## src/rtl/mem_arb_types.sv

```systemverilog
// Shared types for the split inst/data memory arbiter.
package mem_arb_types;

  typedef enum logic [2:0] {
    S_IDLE,
    S_INST,
    S_DRD,
    S_DWR,
    S_RESP_I,
    S_RESP_D
  } arb_state_t;

  typedef enum logic {
    INST = 1'b0,
    DATA = 1'b1
  } grant_t;

  localparam logic [3:0] PMEM_READ_MBE = 4'hF;

endpackage

```

## src/rtl/arb_grant.sv

```systemverilog
// Combinational inst/data picker: fixed data priority or round-robin.
module arb_grant
  import mem_arb_types::*;
#(
  parameter int DATA_PRIORITY = 1
) (
  input  logic   inst_pend,
  input  logic   data_pend,
  input  grant_t last_grant,
  output grant_t grant,
  output logic   grant_vld
);

  always_comb begin
    grant_vld = inst_pend | data_pend;
    grant     = DATA;
    if (inst_pend && data_pend) begin
      // Round-robin hands the tie to whoever did not win last time.
      if (DATA_PRIORITY == 0 && last_grant == DATA) grant = INST;
    end else if (inst_pend) begin
      grant = INST;
    end
  end

endmodule

```

## src/rtl/core_mem_arbiter.sv

```systemverilog
// Serialises core inst/data requests onto one shared pmem port.
module core_mem_arbiter
  import mem_arb_types::*;
#(
  parameter int DATA_PRIORITY = 1
) (
  input  logic        clk,
  input  logic        rst,
  input  logic        inst_read,
  input  logic [31:0] inst_addr,
  output logic        inst_resp,
  output logic [31:0] inst_rdata,
  input  logic        data_read,
  input  logic        data_write,
  input  logic [31:0] data_addr,
  input  logic [31:0] data_wdata,
  input  logic [3:0]  data_mbe,
  output logic        data_resp,
  output logic [31:0] data_rdata,
  output logic        pmem_read,
  output logic        pmem_write,
  output logic [31:0] pmem_address,
  output logic [31:0] pmem_wdata,
  output logic [3:0]  pmem_mbe,
  input  logic        pmem_resp,
  input  logic [31:0] pmem_rdata
);

  arb_state_t  state_q, state_d;
  grant_t      last_grant_q, last_grant_d;
  logic [31:0] addr_q, addr_d;
  logic [31:0] wdata_q, wdata_d;
  logic [3:0]  mbe_q, mbe_d;
  logic [31:0] inst_rdata_q, inst_rdata_d;
  logic [31:0] data_rdata_q, data_rdata_d;

  grant_t gnt;
  logic   gnt_vld;

  arb_grant #(.DATA_PRIORITY(DATA_PRIORITY)) u_grant (
    .inst_pend  (inst_read),
    .data_pend  (data_read | data_write),
    .last_grant (last_grant_q),
    .grant      (gnt),
    .grant_vld  (gnt_vld)
  );

  always_comb begin
    state_d      = state_q;
    last_grant_d = last_grant_q;
    addr_d       = addr_q;
    wdata_d      = wdata_q;
    mbe_d        = mbe_q;
    inst_rdata_d = inst_rdata_q;
    data_rdata_d = data_rdata_q;
    unique case (state_q)
      S_IDLE: begin
        if (gnt_vld) begin
          last_grant_d = gnt;
          if (gnt == INST) begin
            addr_d  = inst_addr;
            state_d = S_INST;
          end else begin
            addr_d  = data_addr;
            wdata_d = data_wdata;
            mbe_d   = data_mbe;
            // Read and write together resolve to a store.
            state_d = data_write ? S_DWR : S_DRD;
          end
        end
      end
      S_INST: begin
        if (pmem_resp) begin
          inst_rdata_d = pmem_rdata;
          state_d      = S_RESP_I;
        end
      end
      S_DRD: begin
        if (pmem_resp) begin
          data_rdata_d = pmem_rdata;
          state_d      = S_RESP_D;
        end
      end
      S_DWR: begin
        if (pmem_resp) state_d = S_RESP_D;
      end
      S_RESP_I, S_RESP_D: state_d = S_IDLE;
      default:            state_d = S_IDLE;
    endcase
  end

  always_ff @(posedge clk or negedge rst) begin
    if (!rst) begin
      state_q      <= S_IDLE;
      last_grant_q <= DATA;
      addr_q       <= '0;
      wdata_q      <= '0;
      mbe_q        <= '0;
      inst_rdata_q <= '0;
      data_rdata_q <= '0;
    end else begin
      state_q      <= state_d;
      last_grant_q <= last_grant_d;
      addr_q       <= addr_d;
      wdata_q      <= wdata_d;
      mbe_q        <= mbe_d;
      inst_rdata_q <= inst_rdata_d;
      data_rdata_q <= data_rdata_d;
    end
  end

  always_comb begin
    pmem_read    = (state_q == S_INST) || (state_q == S_DRD);
    pmem_write   = (state_q == S_DWR);
    pmem_address = addr_q & 32'hFFFF_FFFC;
    pmem_wdata   = wdata_q;
    pmem_mbe     = pmem_write ? mbe_q : (pmem_read ? PMEM_READ_MBE : 4'h0);
    inst_resp    = (state_q == S_RESP_I);
    data_resp    = (state_q == S_RESP_D);
    inst_rdata   = inst_rdata_q;
    data_rdata   = data_rdata_q;
  end

endmodule

```

## config.mk

```make
export PLATFORM = sky130hd
export DESIGN_NAME = core_mem_arbiter
export DESIGN_NICKNAME = d
export VERILOG_FILES = /design/src/rtl/mem_arb_types.sv /design/src/rtl/arb_grant.sv /design/src/rtl/core_mem_arbiter.sv
export SDC_FILE = /design/constraint.sdc
export NUM_CORES = 1
export LEC_CHECK = 0
export ABC_CLOCK_PERIOD_IN_PS = 2100
export BUFFER_PORTS_ARGS = -buffer_cell sky130_fd_sc_hd__buf_2
export CAP_MARGIN = 20
export CELL_PAD_IN_SITES_DETAIL_PLACEMENT = 2
export CELL_PAD_IN_SITES_GLOBAL_PLACEMENT = 2
export CORE_MARGIN = 8
export CORE_UTILIZATION = 24
export DETAILED_ROUTE_END_ITERATION = 6
export GPL_TIMING_DRIVEN = 0
export MAX_ROUTING_LAYER = met4
export PLACE_DENSITY = 0.78
export SETUP_SLACK_MARGIN = 0.15
export SLEW_MARGIN = 20
export SYNTH_ARGS = -nofsm -noshare
export SYNTH_HDL_FRONTEND = slang
export SYNTH_SLANG_ARGS = --single-unit
```

## constraint.sdc

```tcl
create_clock -name clk -period 2.1 [get_ports clk]
set_input_delay 0.315 -clock clk [delete_from_list [all_inputs] [get_ports clk]]
set_output_delay 0.315 -clock clk [all_outputs]
set_load 0.005 [all_outputs]
```

==> flow_metrics.py <==
metrics = {
    "status": {
        "outcome": "finished, final reports clean",
    },
    "route": {
        "drc_errors": 0,
        "via_per_inst": 4.42,
        "drtPass1Iterations": 4,
        "num_vias": 4155,
        "ant_nets": 0,
        "drt_iter0_markers": 113,
        "drt-total-wl_um": 18300,
        "post_drt_wl_per_cell_um": 19.5,
    },
    "power_and_ir_drop": {
        "fin_total_pwr_mw": 12.3,
        "power_density_nw_per_um2": 1600,
        "leakage_nw": 3.68,
        "vdd_ir_drop_max_mv": 0.484,
    },
    "finish": {
        "final_nets": 782,
        "fillers": 2355,
        "fin_util_pct": 35.5,
        "final_common_cell": "buf_2",
        "final_cells": 939,
        "layout-drive-gt1-share_pct": 60.3,
        "multi_input_area_um2": 1790,
        "seq_area_um2": 3330,
        "area_delta_synth_final_pct": 46.8,
        "mostFrequentLayoutCells": "buf_2 (272), dfrtp_1 (130), mux2_2 (63), mux2_1 (37)",
    },
    "floorplanning": {
        "pin_count": 274,
        "die_w_um": 164,
        "core_um2": 21600,
        "initial_utilization_pct": 24.2,
        "rows": 54,
        "dieArea_um2": 26800,
        "die_h_um": 164,
    },
    "timing": {
        "fin_crit_ns": 1.85,
        "min_period_over_period_pct": 87.9,
        "report.final.slew_viol_count": 0,
        "finalClockSkew_ns": 0.00597,
        "hold_viol": 0,
        "fmax_mhz": 542,
        "slew_headroom_pct": 63.7,
        "rsz0062_at_grt": "no",
        "worstMarginPinSlew_ns": 0.545,
        "setup_viol_count_final": 0,
    },
    "critical_path": {
        "start_kind": "register",
        "worst-setup-path-type": "register to output pin",
        "startpoint": "state_q[1]$_DFFE_PN0P_",
        "arrival_ns": 1.53,
        "endpoint_kind": "output pin",
        "cp.required_ns": 1.78,
        "path_max_fanout": 7,
        "r2r-start": "state_q[2]$_DFFE_PN0P_",
    },
    "yosys": {
        "yosysWarnings": 0,
        "syn_area_um2": 5230,
        "synth_cell_type_count": 25,
        "synth_edf_count": 0,
        "synthFlopType": "dfrtp_1",
        "avgSynthCellArea_um2": 15.1,
        "synth_seq_area_share_pct": 63.6,
        "synth-async-reset-ratio_pct": 100,
        "yosys_register_bits": 133,
        "syn_inst": 347,
    },
    "global_routing": {
        "grt.overflow.total": 0,
        "grt_first_pass_wirelength_um": 28000,
        "grt_pass1_vias": 4830,
        "track_usage_pct": 14.0,
        "grt_max_degree": 69,
        "antenna_found_initial": 2,
    },
    "clock_network": {
        "cts_htree_levels": 4,
        "clock_sinks": 133,
        "clk_pin_slew_worst_paths_ns": 0.06,
        "clk_latency_ns": 0.41,
        "cts_tree": "built",
        "cts_buffer_depth": 2,
        "cts_root_buf": "clkbuf_16",
        "cts_made_buffers": 17,
    },
    "hold_path": {
        "hold_path.startpoint": "data_wdata[9]",
        "min_path_type": "input port to register",
    },
    "placed_design": {
        "dpl.hpwl_um": 14100,
        "io_buffers": 267,
        "place_congestion": 0.693,
        "place_inst": 896,
    },
    "flow_run": {
        "drv_cap": 0,
    },
}
## critical path, stage by stage, from the launching register on
cell and delay, ns:
dfrtp_2 0.47, and3_1 0.20, buf_4 0.15, a21o_1 0.17, buf_2 0.14
## cell type report
type / instances / area share [%]
Multi-Input combinational cell: 189 / 23.3
Tap cell: 280 / 4.56
Clock inverter: 12 / 2.00
Buffer: 25 / 2.00
Timing Repair Buffer: 277 / 18.8
Sequential cell: 133 / 43.4
Inverter: 1 / 0.0489
Clock buffer: 20 / 5.82
Antenna cell: 2 / 0.0652
## path summary, 6_finish.rpt
kind / cells past startpoint / to / slack [ns]
worst max-delay path: 4 / pmem_mbe[0] / 0.25
worst min-delay path: 2 / pmem_wdata[9]$_DFFE_PN0P_ / 0.13
worst max register to register: 4 / data_rdata[28]$_DFFE_PN0P_ / 0.29
worst min register to register: 1 / pmem_wdata[15]$_DFFE_PN0P_ / 0.48
max in group asynchronous: 3 / inst_rdata[0]$_DFFE_PN0P_ / 0.90
min in group asynchronous: 2 / pmem_wdata[27]$_DFFE_PN0P_ / 0.46
## state kept, by name, summed over array words and instances (netlist names)
name / flops
pmem_wdata: 32
addr_q: 30
data_rdata: 32
state_q: 3
inst_rdata: 32
mbe_q: 4
## per-layer routing
| layer | wire (um) | vias to the layer above | track usage (%) |
|---|---|---|---|
| met5 | 0 | - | - |
| met4 | 219 | 0 | 3.35 |
| met3 | 1330 | 13 | 4.94 |
| met2 | 9450 | 155 | 23.7 |
| met1 | 7300 | 2110 | 15.4 |
| li1 | - | 1877 | - |
## cells in the mapped netlist (2+ instances only)
cell | count | area [um2]
dfrtp_1 | 133 | 3330
mux2_2 | 63 | 709
mux2_1 | 37 | 417
a2bb2oi_1 | 30 | 263
o22ai_1 | 30 | 188
clkbuf_1 | 10 | 37.5
buf_2 | 6 | 30.0
buf_4 | 5 | 37.5
a21o_1 | 4 | 30.0
buf_6 | 4 | 45.0
nand2b_1 | 4 | 25.0
nor2_1 | 4 | 15.0
a21oi_1 | 3 | 15.0
nor2_2 | 2 | 12.5
o21ai_0 | 2 | 10.0
## stage by stage
stage	hold WS (ns)	worst slack, ns	TNS (ns)	area (um2)
3_3_place_gp	0.461	-1.27	-166.43	6920
5_1_grt	0.105	0.141	0	7680
3_5_place_dp	0.311	0.212	0	6960
2_1_floorplan	0.0194	0.562	0	5240
6_report	0.126	0.254	0	7680
4_1_cts	0.100	0.157	0	7600
## power by group
group / internal [mW] / switching, mW / total, mW
Clock: 1.90 / 1.15 / 3.05
Combinational: 2.56 / 2.10 / 4.65
Sequential: 3.88 / 0.666 / 4.55
## cell families (layout without fill, tap and decap cells)
logic type / after synthesis / count (layout) / share of synthesized area (%)
and+or+nand+nor: 16 / 16 / 1.84
muxes: 101 / 101 / 21.7
AOI/OAI and AO/OA: 70 / 70 / 9.83
buffers and inverters: 26 / 335 / 2.94
other: 1 / 4 / 0.0717
DFF: 133 / 133 / 63.6
## timing repair
| action | 4_1_cts | 5_1_grt |
|---|---|---|
| hold buffers | 1 | 0 |
| gates resized for setup | 6 | 9 |
| hold endpoints to repair | 65 | 0 |
| setup buffers | 2 | 6 |
| setup endpoints to repair | 5 | 44 |
| pin swaps | 1 | 1 |
(Power assumes the default switching activity.)
